$ cat src/rtl/isp_restart_pkg.sv
// Shared state encoding for the post-ISP restart trigger.
package isp_restart_pkg;

    localparam int STATE_W = 3;

    typedef enum logic [STATE_W-1:0] {
        ST_IDLE    = 3'd0,
        ST_QUALIFY = 3'd1,
        ST_DELAY   = 3'd2,
        ST_REQUEST = 3'd3,
        ST_DONE    = 3'd4,
        ST_ERROR   = 3'd5
    } state_e;

endpackage

$ cat src/rtl/isp_sync_ff.sv
// Reset-to-0 multi-flop synchronizer for a single asynchronous level.
module isp_sync_ff #(
    parameter int STAGES = 2
) (
    input  logic clk_i,
    input  logic rst_i,
    input  logic d_i,
    output logic q_o
);

    logic [STAGES-1:0] sync_q;

    // Shift the asynchronous level through the synchronizer chain.
    always_ff @(posedge clk_i or posedge rst_i) begin
        if (rst_i) begin
            sync_q <= '0;
        end else begin
            sync_q <= {sync_q[STAGES-2:0], d_i};
        end
    end

    assign q_o = sync_q[STAGES-1];

endmodule

$ cat src/rtl/isp_restart_trigger.sv
// Qualifies the MSS ISP-done flag, waits for UART drain, then requests a
// device restart over req/ack with timeout, bounded retries and sticky error.
module isp_restart_trigger
    import isp_restart_pkg::*;
#(
    parameter int SYNC_STAGES  = 2,
    parameter int QUAL_CYCLES  = 16,
    parameter int DELAY_CYCLES = 50000,
    parameter int ACK_TIMEOUT  = 1000,
    parameter int MAX_RETRIES  = 3,
    localparam int RC_W = ($clog2(MAX_RETRIES + 1) < 1) ? 1 : $clog2(MAX_RETRIES + 1)
) (
    input  logic               CLK,
    input  logic               RESET,
    input  logic               ISP_DONE_ASYNC,
    input  logic               ARM,
    input  logic               ABORT,
    input  logic               RESTART_ACK,
    output logic               RESTART_REQ,
    output logic               BUSY,
    output logic               ERR,
    output logic [STATE_W-1:0] STATE,
    output logic [RC_W-1:0]    RETRY_CNT
);

    localparam int CNT_MAX_QD = (QUAL_CYCLES > DELAY_CYCLES) ? QUAL_CYCLES : DELAY_CYCLES;
    localparam int CNT_MAX    = (CNT_MAX_QD > ACK_TIMEOUT) ? CNT_MAX_QD : ACK_TIMEOUT;
    localparam int CNT_W      = ($clog2(CNT_MAX) < 1) ? 1 : $clog2(CNT_MAX);

    localparam logic [CNT_W-1:0] QUAL_LAST  = CNT_W'(QUAL_CYCLES - 1);
    localparam logic [CNT_W-1:0] DELAY_LAST = CNT_W'(DELAY_CYCLES - 1);
    localparam logic [CNT_W-1:0] ACK_LAST   = CNT_W'(ACK_TIMEOUT - 1);
    localparam logic [RC_W-1:0]  RC_MAX     = RC_W'(MAX_RETRIES);

    state_e           state_q, state_d;
    logic [CNT_W-1:0] cnt_q, cnt_d;
    logic [RC_W-1:0]  retry_q, retry_d;
    logic             done_s;

    isp_sync_ff #(
        .STAGES (SYNC_STAGES)
    ) u_done_sync (
        .clk_i (CLK),
        .rst_i (RESET),
        .d_i   (ISP_DONE_ASYNC),
        .q_o   (done_s)
    );

    // State, shared counter and retry count registers.
    always_ff @(posedge CLK or posedge RESET) begin
        if (RESET) begin
            state_q <= ST_IDLE;
            cnt_q   <= '0;
            retry_q <= '0;
        end else begin
            state_q <= state_d;
            cnt_q   <= cnt_d;
            retry_q <= retry_d;
        end
    end

    // Next-state, counter and retry logic; ABORT overrides everything.
    always_comb begin
        state_d = state_q;
        cnt_d   = cnt_q;
        retry_d = retry_q;
        if (ABORT) begin
            state_d = ST_IDLE;
            retry_d = '0;
        end else begin
            case (state_q)
                ST_IDLE: begin
                    if (ARM && done_s) begin
                        state_d = ST_QUALIFY;
                        retry_d = '0;
                    end else begin
                        state_d = ST_IDLE;
                    end
                end
                ST_QUALIFY: begin
                    if (!done_s) begin
                        state_d = ST_IDLE;
                    end else if (cnt_q == QUAL_LAST) begin
                        state_d = ST_DELAY;
                    end else begin
                        cnt_d = cnt_q + CNT_W'(1);
                    end
                end
                ST_DELAY: begin
                    if (cnt_q == DELAY_LAST) begin
                        state_d = ST_REQUEST;
                    end else begin
                        cnt_d = cnt_q + CNT_W'(1);
                    end
                end
                ST_REQUEST: begin
                    // Ack is checked first so it wins over a coincident timeout.
                    if (RESTART_ACK) begin
                        state_d = ST_DONE;
                    end else if (cnt_q == ACK_LAST) begin
                        if (retry_q < RC_MAX) begin
                            retry_d = retry_q + RC_W'(1);
                            state_d = ST_DELAY;
                        end else begin
                            state_d = ST_ERROR;
                        end
                    end else begin
                        cnt_d = cnt_q + CNT_W'(1);
                    end
                end
                ST_DONE: begin
                    if (!RESTART_ACK && !done_s) begin
                        state_d = ST_IDLE;
                    end else begin
                        state_d = ST_DONE;
                    end
                end
                ST_ERROR: begin
                    state_d = ST_ERROR;
                end
                default: begin
                    state_d = ST_IDLE;
                end
            endcase
        end
        if (ABORT || (state_d != state_q)) begin
            cnt_d = '0;
        end else begin
            cnt_d = cnt_d;
        end
    end

    assign RESTART_REQ = (state_q == ST_REQUEST);
    assign BUSY        = (state_q != ST_IDLE) && (state_q != ST_ERROR);
    assign ERR         = (state_q == ST_ERROR);
    assign STATE       = state_q;
    assign RETRY_CNT   = retry_q;

endmodule

$ cat config.mk
export PLATFORM = sky130hd
export DESIGN_NAME = isp_restart_trigger
export DESIGN_NICKNAME = d
export VERILOG_FILES = /design/src/rtl/isp_restart_pkg.sv /design/src/rtl/isp_sync_ff.sv /design/src/rtl/isp_restart_trigger.sv
export SDC_FILE = /design/constraint.sdc
export NUM_CORES = 1
export LEC_CHECK = 0
export CORE_MARGIN = 10
export CORE_UTILIZATION = 40
export CTS_BUF_LIST = sky130_fd_sc_hd__clkbuf_2 sky130_fd_sc_hd__clkbuf_4 sky130_fd_sc_hd__clkbuf_8
export DETAILED_ROUTE_END_ITERATION = 7
export PLACE_DENSITY_LB_ADDON = 0.2
export RECOVER_POWER = 25
export SYNTH_ARGS = -nofsm -noshare
export SYNTH_HDL_FRONTEND = slang
export SYNTH_SLANG_ARGS = --single-unit
export TNS_END_PERCENT = 50
$ cat constraint.sdc
create_clock -name CLK -period 2.45 [get_ports CLK]
set_clock_uncertainty 0.15 [all_clocks]
set_input_delay 0.735 -clock CLK [delete_from_list [all_inputs] [get_ports CLK]]
set_output_delay 0.735 -clock CLK [all_outputs]
set_load 0.03 [all_outputs]
# After elaboration in Yosys (flattened, before gate mapping)
# Cells that the tools add are included.
totals:
  reg_bits: 23
  out_inout_bits: 8
  input_bits: 6
op_classes:
  order_cmp: 1
  muxes: 24
  n_reduce_logical: 12
  eq_ne: 20
  n_addsub: 2
op_table:
  columns: ["cell", "count"]
  rows:
  - ["$mux 16", 7]
  - ["$pmux 16 s3", 1]
  - ["$mux 3", 8]
  - ["$pmux 3 s6", 1]
  - ["$add 16x1->16 const B", 1]
  - ["$eq 16x10->1 const B", 1]
  - ["$eq 16x16->1 const B", 1]
  - ["$eq 16x4->1 const B", 1]
  - ["$ne 3x2->1 const B", 5]
  - ["$ne 3x3->1 const B", 5]
  - ["$mux 2", 5]
  - ["$reduce_and 7->1", 1]
  - ["$eq 3x2->1 const B", 2]
  - ["$eq 3x3->1 const B", 2]
  - ["$reduce_bool 3->1", 2]
  - ["$reduce_and 5->1", 1]
  - ["$pmux 2 s2", 1]
  - ["$reduce_bool 4->1", 1]
  - ["$eq 3x1->1 const B", 1]
  - ["$logic_and 1x1->1", 3]
  - ["$logic_not 3->1", 1]
  - ["$ne 3x3->1", 1]
  - ["$add 2x1->2 const B", 1]
  - ["$logic_not 1->1", 2]
  - ["4 further kinds", 4]

# Longest topological paths before layout
# Gate-level depths: netlist (run 1).
depth:
  word_depth: 10
  mapped_depth: 9

# By module
# A second synthesis (run 1) with hierarchy kept.
unflattened:
  cells_unflattened: 172
  area_unflattened_um2: 1490.2
modules_own_cells:
  columns: ["module", "area_each_um2", "instances", "cells_per_inst"]
  rows:
  - ["isp_restart_trigger", 1436.4, 1, 169]
  - ["isp_sync_ff", 53.8, 1, 3]

# Worst setup path after synthesis (run 1)
# Ideal clock, no wire load.
synth_path:
  kind: "register -> output"
  startpoint: "reg state_q[1] (netlist: STATE[1])"
  endpoint: "out ERR"
  required_ns: 1.565
  slack_ns: 0.243
  path_stages_with_launch: 4
  path_buffers: 1
  arrival_ns: 1.322
  cell_sequence: "dfrtp_1 buf_2 nand2b_1 nor2_1"
synth_between:
  elab_chain_len: 1
synth_rtl:
  columns: ["item", "line", "rtl"]
  rows:
  - ["start, declared", "isp_restart_trigger.sv:35", "state_e state_q, state_d;"]
  - ["start signal, assigned", "isp_restart_trigger.sv:56", "state_q <= state_d;"]
  - ["$eq 3x3->1", "isp_restart_trigger.sv:135", "assign ERR = (state_q == ST_ERROR);"]
  - ["end, declared", "isp_restart_trigger.sv:21", "output logic ERR,"]
# No other way between the ends.

# Final worst setup path (run 1)
layout_path:
  startpoint: "reg state_q[0] (netlist: STATE[0])"
  endpoint: "out BUSY"
layout_between:
  elab_chain_len: 2
layout_rtl:
  columns: ["item", "line", "rtl"]
  rows:
  - ["$ne 3x3->1 or $reduce_bool 3->1 (tied branches)", "isp_restart_trigger.sv:134", "assign BUSY = (state_q != ST_IDLE) && (state_q != ST_ERROR);"]
  - ["$logic_and 1x1->1 *", "isp_restart_trigger.sv:134", null]
  - ["end, declared", "isp_restart_trigger.sv:20", "output logic BUSY,"]
# Mark *: on every way between the ends. The rest lies on a longest branch, timed or not.

==> key figures, run 1 <==
Outcome
  – Outcome: finished clean

Global routing
  – First-pass GRT wire length: about 5600 um
  – Grt ovf: 0
  – Largest net degree at the start of global routing: 24
  – Number of antenna violations at the first check in global routing: 0
  – GRT Total Usage: a little over a tenth
  – Number of global-route vias before repair: 1239

Clocking
  – Clock sink count: 23
  – H-tree depth: 1
  – Post-CTS Hold Fix Bufs: 0
  – Worst-case clock buffer depth: 2
  – CTS root buffer: clkbuf_4
  – Skew-Pair Late Insertion Delay: around 320 ps
  – CTS tree: built
  – Clk slew on worst S/H paths: ~120 ps
  – Total CTS buffers: 3

Power and ir drop
  – Pwr Density: 377 nW/um2
  – Peak supply drop: 0.225 mV
  – Total leakage power: between 0.0006 and 0.0007 uW

Placement
  – Port Buf Inserts: 13
  – GPL Wtd Cong: 0.942
  – HPWL reported at the end of detailed placement: ~2400 um
  – Placed cells: 228
  – Setup Slack @ Placement: -158 ps

Synth
  – Sequential share of the synthesized area: between 40% and 50%
  – Mapped Cells: approximately 160
  – Synth unique cells: 38
  – FF+latch count, synth: 23
  – Cell Area, Synth: around 1400 um2
  – Syn avg cell area: between 8 and 9 um2
  – Mapped Nets: between 150 and 200
  – YS warnings: 0

Cells and area
  – Most frequent cells in the layout: nor2_1, dfrtp_1, nor3_1, nand2_1, xnor2_1
  – Ratio of cells with drive above 1 in the final layout: between 10% and 20%
  – Area Overhead vs Synth: 21.5%
  – Nets: 196
  – Final design utilization: between 50% and 60%
  – Commonest non-fill, non-tap cell in the layout: nor2_1
  – Layout Cells excl Fill: 233
  – Ant. Diodes: 0

Timing
  – Worst slew pin tran: 1190 ps
  – Final period utilization: a little over nine tenths
  – Max Freq: between 400 and 500 MHz
  – Slew Viols, Final: 0
  – Slew HR: 20.5%
  – RSZ-0062 raised after global routing: no
  – Final setup vio count: 0
  – Hold Vio Cnt, Final: 0
  – Final setup margin: between 90 and 100 ps
  – Fin crit period: about 2400 ps

Routing
  – DRC Markers: 0
  – DRT antenna net count: 0
  – Via count: ~1200
  – DRT iter0 DRCs: 60
  – Vias per Instance: 5.36
  – First-pass iteration count of the detailed router: 4
  – Routed WL: between 3000 and 4000 um
  – Routed length per instance: around 13 um

Die
  – Die H: approximately 80 um
  – DIE AREA: 6340 um2
  – Starting Density: a little over two fifths
  – Boundary pin count: 14
  – Core Box Area: 3390 um2
  – Cell Rows: 21
  – Die width: ~80 um

Setup path
  – Worst stage delay on the critical path: between 400 and 500 ps
  – WP data arrival: about 1500 ps
  – Kind of end point of the critical path: output pin
  – CP Class: flip-flop to output pin
  – CP Max Fanout: 4
  – CP startpoint: STATE[0]$_DFF_PP0_
  – Crit path required time: about 1600 ps
  – Worst-path cell chain: inv_1 > nand2_1 > a21o_1 > dlygate4sd2_1
  – Critical Path Start Type: flip-flop
  – Worst reg2reg path startpoint: cnt_q[1]$_DFFE_PP0P_
  – Worst path slowest cell: dfrtp_1

Hold path
  – Min-Delay Path Class: flip-flop to flip-flop
  – Hold path startpoint: u_done_sync.sync_q[0]$_DFF_PP0_

Flow run
  – Max_cap viols: 0
power breakdown:
part | switching [uW] | total [uW] | internal (uW) | leakage, uW
Combinational | 41.8 | 73.5 | 31.7 | 0.000366
Sequential | 4.32 | 388 | 384 | 0.000314
Clock | 115 | 190 | 75.0 | 0.0000184
Total | 161 | 651 | 491 | 0.000698
area by class of cell:
type                       instances  area [um2]
tap                               46        57.6
clock buffer                       4        30.0
sequential                        23         577
inverter                           7        26.3
timing repair buffer              27         235
multi-input combinational        126         803
fill                             328        1660
layer usage:
metal / wire length [um] / track usage [%] / vias to the layer above
met5: 0 / 0 / -
met4: 65 / 5.91 / 0
met3: 190 / 2.59 / 5
met2: 1440 / 17.2 / 32
met1: 1420 / 13.0 / 591
li1: - / - / 620
worst max-delay path: cells and delay by family, from the launching register on:
family          cells  cell delay [ps]
simple gates        1               70
buf+inv             2              480
flops               1              430
compound gates      1              170
cells by family after synthesis:
group	synth area share (%)
mux	0.792
compound gates	9.76
flops	40.5
simple gates	34.3
buf+inv	4.31
xor+xnor	8.62
fa+ha+maj	1.76
cell usage after synthesis:
| cell | instances | area share (%) |
|---|---|---|
| nor2_1 | 29 | 7.7 |
| dfrtp_1 | 23 | 40 |
| nor3_1 | 16 | 5.6 |
| nand2_1 | 14 | 3.7 |
| xnor2_1 | 14 | 8.6 |
| nand3_1 | 10 | 3.5 |
| inv_1 | 7 | 1.8 |
| a21oi_1 | 5 | 1.8 |
| nand4_1 | 5 | 2.2 |
| o21ai_0 | 4 | 1.4 |
| buf_2 | 3 | 1.1 |
| a21o_1 | 2 | 1.1 |
| ha_1 | 2 | 1.8 |
| nand2b_1 | 2 | 0.88 |
| nor4_1 | 2 | 0.88 |
| nor4_4 | 2 | 3.0 |
| a211o_1 | 1 | 0.62 |
| a211o_4 | 1 | 1.2 |
| a221oi_1 | 1 | 0.62 |
| and3_1 | 1 | 0.44 |
| and3_2 | 1 | 0.53 |
| buf_1 | 1 | 0.26 |
| buf_6 | 1 | 0.79 |
| clkbuf_2 | 1 | 0.35 |
| mux2_2 | 1 | 0.79 |
| nand4b_1 | 1 | 0.62 |
| nand4bb_4 | 1 | 1.9 |
| nor2b_1 | 1 | 0.44 |
| nor3b_1 | 1 | 0.53 |
| nor4b_1 | 1 | 0.62 |
| o211ai_1 | 1 | 0.53 |
| o211ai_2 | 1 | 0.88 |
| o21a_1 | 1 | 0.53 |
| o22a_1 | 1 | 0.62 |
| o31ai_1 | 1 | 0.53 |
| or2_0 | 1 | 0.44 |
| or4_1 | 1 | 0.53 |
| or4_4 | 1 | 0.79 |
flip-flops by register name, indices dropped and copies added (netlist names):
signal              count
RETRY_CNT               2
STATE                   3
cnt_q                  16
u_done_sync.sync_q      2
final timing paths:
kind,depth (start not counted),to,slack [ps]
worst min register to register,0,u_done_sync.sync_q[1]$_DFF_PP0_,220
worst max-delay path,4,BUSY,90
worst max register to register,8,cnt_q[0]$_DFFE_PP0P_,190
max in group asynchronous,3,STATE[2]$_DFF_PP0_,290
min in group asynchronous,3,u_done_sync.sync_q[1]$_DFF_PP0_,1070
worst min-delay path,0,u_done_sync.sync_q[1]$_DFF_PP0_,220
stage by stage:
step | instance area (um2) | hold slack, ps | setup TNS (ps) | total power (uW)
2_1_floorplan | 1420 | 181 | 0 | 439
3_5_place_dp | 1680 | 192 | -1110 | 470
3_3_place_gp | 1680 | 189 | -780 | 469
5_1_grt | 1730 | 239 | 0 | 684
4_1_cts | 1710 | 221 | 0 | 660
6_report | 1730 | 219 | 0 | 651
what timing repair did:
item | 4_1_cts | 5_1_grt
cloned | 0 | 0
pin swaps | 0 | 3
buffers inserted | 0 | 1
resized for setup | 5 | 4
setup endpoints to repair | 5 | 18
No activity file was read; power rests on OpenSTA's default activity.
==> inputs of run 2 (changes only) <==
Settings changed: CORE_UTILIZATION 40 to 60, DONT_BUFFER_PORTS from default to 1.
==> key figures, run 2 (same netlist as run 1, synthesis figures left out) <==
Cells and area
  – Layout Cells excl Fill: 196 (was 233)
  – Nets: 177 (was 196)
  – Ratio of cells with drive above 1 in the final layout: 12.5% (was 15.5%)
  – Fillers: 177 (was 328)
  – Ant. Diodes: 0 (unchanged)
  – Area Overhead vs Synth: 7.21% (was 21.5%)
  – Largest Register: cnt_q (unchanged)
  – Most frequent cells in the layout: nor2_1, dfrtp_1, nor3_1, nand2_1, xnor2_1 (unchanged)
  – Commonest non-fill, non-tap cell in the layout: nor2_1 (unchanged)
  – Max FFs per register: 16 (unchanged)

Outcome
  – Outcome: finished clean (unchanged)

Power and ir drop
  – Sw power: 152 uW (was 161 uW)
  – Logic pwr share: 8.5% (was 11.3%)
  – Total leakage power: 0.000592 uW (was 0.000698 uW)
  – Clk pwr share: 28.1% (was 29.1%)
  – Pwr Density: 402 nW/um2 (was 377 nW/um2)
  – Sw Share: 24.7% (about the same)
  – Peak supply drop: 0.300 mV (was 0.225 mV)
  – Pint: 462 uW (was 491 uW)
  – Flop pwr share: 63.4% (was 59.6%)

Timing
  – Final period utilization: 95.7% (was 96.3%)
  – Max Freq: 427 MHz (was 424 MHz)
  – Hold WS: 222 ps (was 219 ps)
  – Hold Vio Cnt, Final: 0 (unchanged)
  – Slew HR: 20.8% (was 20.5%)
  – Slew Viols, Final: 0 (unchanged)
  – Final setup margin: 106 ps (was 90.2 ps)
  – Total Neg Setup Slack: 0 ps (unchanged)
  – Final setup vio count: 0 (unchanged)
  – Fin crit period: 2340 ps (was 2360 ps)
  – Worst slew pin tran: 1190 ps (about the same)

Global routing
  – Number of global-route vias before repair: 1109 (was 1239)
  – Number of antenna violations at the first check in global routing: 0 (unchanged)
  – Grt ovf: 0 (unchanged)
  – Largest net degree at the start of global routing: 24 (unchanged)
  – GRT Total Usage: 13.0% (was 10.8%)
  – First-pass GRT wire length: 4830 um (was 5580 um)

Setup path
  – Critical Path Start Type: flip-flop (unchanged)
  – CP startpoint: cnt_q[0]$_DFFE_PP0P_ (was STATE[0]$_DFF_PP0_)
  – WP data arrival: 2430 ps (was 1470 ps)
  – Worst R2R End: cnt_q[0]$_DFFE_PP0P_ (unchanged)
  – CP Class: flip-flop to flip-flop (was flip-flop to output pin)
  – Reg2reg setup slack: 110 ps (was 190 ps)
  – Crit path required time: 2540 ps (was 1560 ps)
  – Kind of end point of the critical path: flip-flop (was output pin)
  – Worst reg2reg path startpoint: cnt_q[0]$_DFFE_PP0P_ (was cnt_q[1]$_DFFE_PP0P_)
  – CP Max Fanout: 16 (was 4)
  – R2R cell count: 8 (unchanged)

Placement
  – Port Buf Inserts: 0 (was 13)
  – GPL Wtd Cong: 0.906 (was 0.942)
  – HPWL reported at the end of detailed placement: 2230 um (was 2370 um)
  – Setup Slack @ Placement: 93.1 ps (was -158 ps)
  – Placed cells: 191 (was 228)

Clocking
  – Worst-case clock buffer depth: 2 (unchanged)
  – CTS root buffer: clkbuf_4 (unchanged)
  – Post-CTS Hold Fix Bufs: 0 (unchanged)
  – H-tree depth: 1 (unchanged)
  – Total CTS buffers: 3 (unchanged)
  – CTS tree: built (unchanged)
  – Clk slew on worst S/H paths: 120 ps (about the same)
  – Clock sink count: 23 (unchanged)
  – Skew-Pair Late Insertion Delay: 310 ps (was 320 ps)

Hold path
  – Min-Delay Path Depth: 0 (unchanged)
  – Hold endpoint: u_done_sync.sync_q[1]$_DFF_PP0_ (unchanged)
  – Min-Delay Path Class: flip-flop to flip-flop (unchanged)
  – Hold path startpoint: u_done_sync.sync_q[0]$_DFF_PP0_ (unchanged)

Routing
  – DRC Markers: 0 (unchanged)
  – Routed WL: 2900 um (was 3110 um)
  – Vias per Instance: 6.00 (was 5.36)
  – Via count: 1176 (was 1248)
  – Routed length per instance: 14.8 um (was 13.4 um)
  – DRT iter0 DRCs: 57 (was 60)
  – DRT antenna net count: 0 (unchanged)
  – First-pass iteration count of the detailed router: 5 (was 4)

Die
  – Die H: 68.7 um (was 79.6 um)
  – Starting Density: 63.7% (was 42.0%)
  – Cell Rows: 17 (was 21)
  – Boundary pin count: 14 (unchanged)
  – DIE AREA: 4720 um2 (was 6340 um2)
  – Core Box Area: 2230 um2 (was 3390 um2)
  – Die width: 68.7 um (was 79.6 um)

Flow run
  – Max_cap viols: 0 (unchanged)
## run 2: cell count changes in the layout (fill, tap and decap cells not counted), sizes merged
cell           delta
buf               -7
clkbuf            -1
clkdlybuf4s50     -5
clkinv            +1
dlygate4sd2       -5
dlygate4sd3       -2
## run 2: how the worst max path moves through the flow
stage                                      end  slack (ps)  cells past startpoint
after global routing      cnt_q[0]$_DFFE_PP0P_        -0.5                      8
after detailed placement  cnt_q[0]$_DFFE_PP0P_          90                      8
final                     cnt_q[0]$_DFFE_PP0P_         110                      8
after global placement    cnt_q[0]$_DFFE_PP0P_         170                      8
after CTS                 cnt_q[0]$_DFFE_PP0P_          70                      8
after floorplan                            ERR         240                      3
## run 2: cell type report
class                           instances  area [um2]  area share (%)
Tap cell                               28        35.0            2.30
Timing Repair Buffer                    8        56.3            3.69
Clock buffer                            3        22.5            1.48
Inverter                                7        26.3            1.72
Clock inverter                          1        5.00           0.328
Multi-Input combinational cell        126         805            52.7
Sequential cell                        23         576            37.7
## run 2: worst max-delay path, cell delays in order (launching register included)
cell and delay, ps:
dfrtp_1 460, ha_4 190, nand4bb_4 120, nor4_4 230
nand4_1 160, nor2b_1 180, and3_1 170, a211o_4 410
nor3_1 190
## run 2: repair_timing
item / 4_1_cts / 5_1_grt
buffers inserted: 0 / 1
gates resized for setup: 0 / 3
endpoints found under the setup margin: 0 / 12
## run 2: per-layer routing
layer	vias to the layer above	routed length (um)	track usage, %
met3	4	163	3.22
met5	-	0	0
li1	582	-	-
met1	561	1310	16.2
met2	29	1380	21.0
met4	0	41	5.42
## run 2: stage by stage
stage	util, %	power (uW)	instance area [um2]
floorplan	-	439	1420
global placement	66.1	446	1480
detailed placement	66.1	448	1480
CTS	67.3	616	1500
global route	68.3	643	1530
finish	68.3	614	1530
## run 2: power groups by stage
| stage | sequential, uW | clock [uW] | combinational [uW] |
|---|---|---|---|
| global placement | 395 | 0 | 51.3 |
| finish | 389 | 173 | 51.9 |
| global route | 390 | 195 | 57.8 |
| CTS | 388 | 176 | 52.9 |
| detailed placement | 395 | 0 | 53.0 |
| floorplan | 396 | 0 | 43.1 |
==> inputs of run 3 (changes only) <==
Settings changed: ABC_AREA from default to 1.
==> key figures, run 3 <==
Power and ir drop
  – Total leakage power: 0.00103 uW (was 0.000592 uW)
  – Pwr Density: 363 nW/um2 (was 402 nW/um2)
  – Peak supply drop: 0.425 mV (was 0.300 mV)

Die
  – Die width: 74.2 um (was 68.7 um)
  – Die H: 74.2 um (was 68.7 um)
  – Boundary pin count: 14 (unchanged)
  – Cell Rows: 19 (was 17)
  – Core Box Area: 2780 um2 (was 2230 um2)
  – DIE AREA: 5500 um2 (was 4720 um2)
  – Starting Density: 63.3% (was 63.7%)

Outcome
  – Outcome: finished clean (unchanged)

Cells and area
  – Multi-input logic area: 1000 um2 (was 805 um2)
  – Area Overhead vs Synth: 6.54% (was 7.21%)
  – Sequential cell area: 576 um2 (unchanged)
  – Final design utilization: 67.4% (was 68.3%)
  – Max FFs per register: 16 (unchanged)
  – Fillers: 243 (was 177)
  – Nets: 273 (was 177)
  – Largest Register: cnt_q (unchanged)
  – Ratio of cells with drive above 1 in the final layout: 17.0% (was 12.5%)
  – Commonest non-fill, non-tap cell in the layout: nand2_1 (was nor2_1)
  – Most frequent cells in the layout: nand2_1, nand3_1, nor2_1, dfrtp_1, inv_1 (was nor2_1, dfrtp_1, nor3_1, nand2_1, xnor2_1)
  – Ant. Diodes: 0 (unchanged)

Timing
  – Final period utilization: 93.5% (was 95.7%)
  – Slew HR: 16.7% (was 20.8%)
  – Slew Viols, Final: 0 (unchanged)
  – RSZ-0062 raised after global routing: no
  – Hold Vio Cnt, Final: 0 (unchanged)
  – Worst slew pin tran: 1250 ps (was 1190 ps)
  – Total Neg Setup Slack: 0 ps (unchanged)
  – Final setup vio count: 0 (unchanged)
  – Max Freq: 436 MHz (was 427 MHz)
  – Fin crit period: 2290 ps (was 2340 ps)

Placement
  – GPL Wtd Cong: 0.936 (was 0.906)
  – Port Buf Inserts: 0 (unchanged)
  – HPWL reported at the end of detailed placement: 2920 um (was 2230 um)

Global routing
  – Grt ovf: 0 (unchanged)
  – Largest net degree at the start of global routing: 27 (was 24)
  – Number of global-route vias before repair: 1349 (was 1109)
  – Number of antenna violations at the first check in global routing: 0 (unchanged)
  – First-pass GRT wire length: 6290 um (was 4830 um)
  – GRT Total Usage: 14.1% (was 13.0%)

Clocking
  – Post-CTS Hold Fix Bufs: 0 (unchanged)
  – Worst-case clock buffer depth: 2 (unchanged)
  – Clk slew on worst S/H paths: 120 ps (about the same)
  – H-tree depth: 1 (unchanged)
  – CTS tree: built (unchanged)
  – CTS root buffer: clkbuf_4 (unchanged)
  – Total CTS buffers: 3 (unchanged)
  – Clock sink count: 23 (unchanged)
  – Skew-Pair Late Insertion Delay: 320 ps (was 310 ps)

Routing
  – Routed WL: 3820 um (was 2900 um)
  – Via count: 1627 (was 1176)
  – DRT antenna net count: 0 (unchanged)
  – DRT iter0 DRCs: 101 (was 57)
  – First-pass iteration count of the detailed router: 4 (was 5)
  – DRC Markers: 0 (unchanged)
  – Vias per Instance: 5.52 (was 6.00)
  – Routed length per instance: 13.0 um (was 14.8 um)

Setup path
  – Worst path slowest cell: dfrtp_1 (unchanged)
  – Worst stage delay on the critical path: 550 ps (was 460 ps)
  – Delay-heaviest family, CP: flip-flops (was simple AND/OR/NAND/NOR gates)
  – R2R cell count: 16 (was 8)
  – Crit path required time: 1560 ps (was 2540 ps)
  – CP Max Fanout: 9 (was 16)
  – Critical Path Start Type: flip-flop (unchanged)
  – Worst-path cell chain: nand3_1 > inv_1 > buf_4 (was ha_4 > nand4bb_4 > nor4_4 > nand4_1 > nor2b_1 > and3_1 > a211o_4 > nor3_1)
  – WP data arrival: 1410 ps (was 2430 ps)
  – Kind of end point of the critical path: output pin (was flip-flop)
  – Crit path buffers/inverters: 2 (was 0)
  – CP Class: flip-flop to output pin (was flip-flop to flip-flop)
  – Crit. path cell count: 3 (was 8)

Synth
  – Sequential share of the synthesized area: 32.7% (was 40.5%)
  – YS warnings: 0 (unchanged)
  – Post-synth EDFFs: 0 (unchanged)
  – Syn avg cell area: 6.88 um2 (was 8.78 um2)
  – Synth top area share: 32.7% (was 40.5%)
  – Mapped Cells: 256 (was 162)
  – Mapped Nets: 264 (was 170)
  – Cell Area, Synth: 1760 um2 (was 1420 um2)
  – FF+latch count, synth: 23 (unchanged)
  – Synth unique cells: 32 (was 38)
  – FFs w/ async S/R, synth: 100% (unchanged)
  – Cells taking the most area after synthesis: dfrtp_1, nand2_1, nand3_1 (was dfrtp_1, xnor2_1, nor2_1)
  – Main synth FF type: dfrtp_1 (unchanged)
  – Top-count cell post-synth: nand2_1 (was nor2_1)
  – Synth area leader: dfrtp_1 (unchanged)
  – Top cells by count, synth: nand2_1, nor2_1, nand3_1, dfrtp_1, inv_1 (was nor2_1, dfrtp_1, nor3_1, nand2_1, xnor2_1)

Hold path
  – Min-Delay Path Class: flip-flop to flip-flop (unchanged)
  – Min-Delay Path Depth: 0 (unchanged)

Flow run
  – Max_cap viols: 0 (unchanged)
-- run 3: cell count changes after synthesis, sizes merged, moves of 4 or more --
cell,previous run,this run
nand2,14,71
nand3,10,35
inv,7,30
xnor2,14,1
nor3,16,4
xor2,0,12
nor2,29,39
nand4,5,14
buf,5,9
nor4,4,0
-- run 3: kinds of logic after synthesis --
| family | count (synthesis) | synth area share [%] |
|---|---|---|
| buffers and inverters | 41 | 10.7 |
| AO/OA/AOI/OAI | 10 | 3.84 |
| AND/OR/NAND/NOR | 167 | 44.9 |
| adder cells (fa/ha/maj) | 2 | 1.42 |
| flip-flops | 23 | 32.7 |
| XOR/XNOR | 13 | 6.47 |
-- run 3: worst paths after layout --
check / slack (ps) / end / from
max in group asynchronous: 870 / STATE[2]$_DFF_PP0_ / RESET
min in group asynchronous: 540 / cnt_q[6]$_DFFE_PP0P_ / RESET
min reg2reg: 210 / u_done_sync.sync_q[1]$_DFF_PP0_ / u_done_sync.sync_q[0]$_DFF_PP0_
min: 210 / u_done_sync.sync_q[1]$_DFF_PP0_ / u_done_sync.sync_q[0]$_DFF_PP0_
max: 160 / RESTART_REQ / STATE[0]$_DFF_PP0_
max reg2reg: 250 / cnt_q[5]$_DFFE_PP0P_ / cnt_q[1]$_DFFE_PP0P_
-- run 3: repair_timing --
| action | 4_1_cts | 5_1_grt |
|---|---|---|
| endpoints found under the hold margin | 0 | 0 |
| endpoints found under the setup margin | 0 | 13 |
| setup buffers | 0 | 3 |
| resized for setup | 0 | 3 |
-- run 3: layout make-up --
class | instances | area share [%]
Clock buffer | 4 | 1.60
Inverter | 32 | 6.40
Tap cell | 31 | 2.07
Timing Repair Buffer | 13 | 5.67
Multi-Input combinational cell | 192 | 53.6
Sequential cell | 23 | 30.7
-- run 3: worst reg2reg max path: stages (launching register included) --
cell and delay [ps]:
dfrtp_1 420, ha_2 240, nand2_1 80, inv_1 100, nand2_2 70, nor2_4 90
nand3_2 80, nand2_1 70, nand2_1 50, nand2_2 80, nand3_1 80, nand2_2 90
nand2_2 60, nor2_4 140, buf_12 170, nand4_1 110, nand2_1 70
-- run 3: stage by stage --
stage | instance area (um2) | setup slack, ps | cells | total power [uW] | hold slack, ps
6_report | 1880 | 158 | 295 | 681 | 213
5_1_grt | 1880 | 69.1 | 295 | 717 | 221
4_1_cts | 1850 | 120 | 292 | 680 | 176
3_5_place_dp | 1820 | 156 | 288 | 490 | 187
3_3_place_gp | 1820 | 230 | 288 | 489 | 186
2_1_floorplan | 1760 | 25.3 | 256 | 473 | 181
-- run 3: metal layers --
layer  vias to the layer above  global-route usage [%]  routed length (um)
li1                        837                       -                   -
met2                        38                    19.8                1680
met1                       747                    21.3                1920
met3                         5                    2.39                 191
met4                         0                    3.73                  40
met5                         -                       0                   0
-- run 3: where the power goes --
part	leakage (uW)	switching [uW]	internal (uW)
logic	0.000697	67.0	33.3
clock network	0.0000184	116	74.8
registers	0.000315	5.31	384
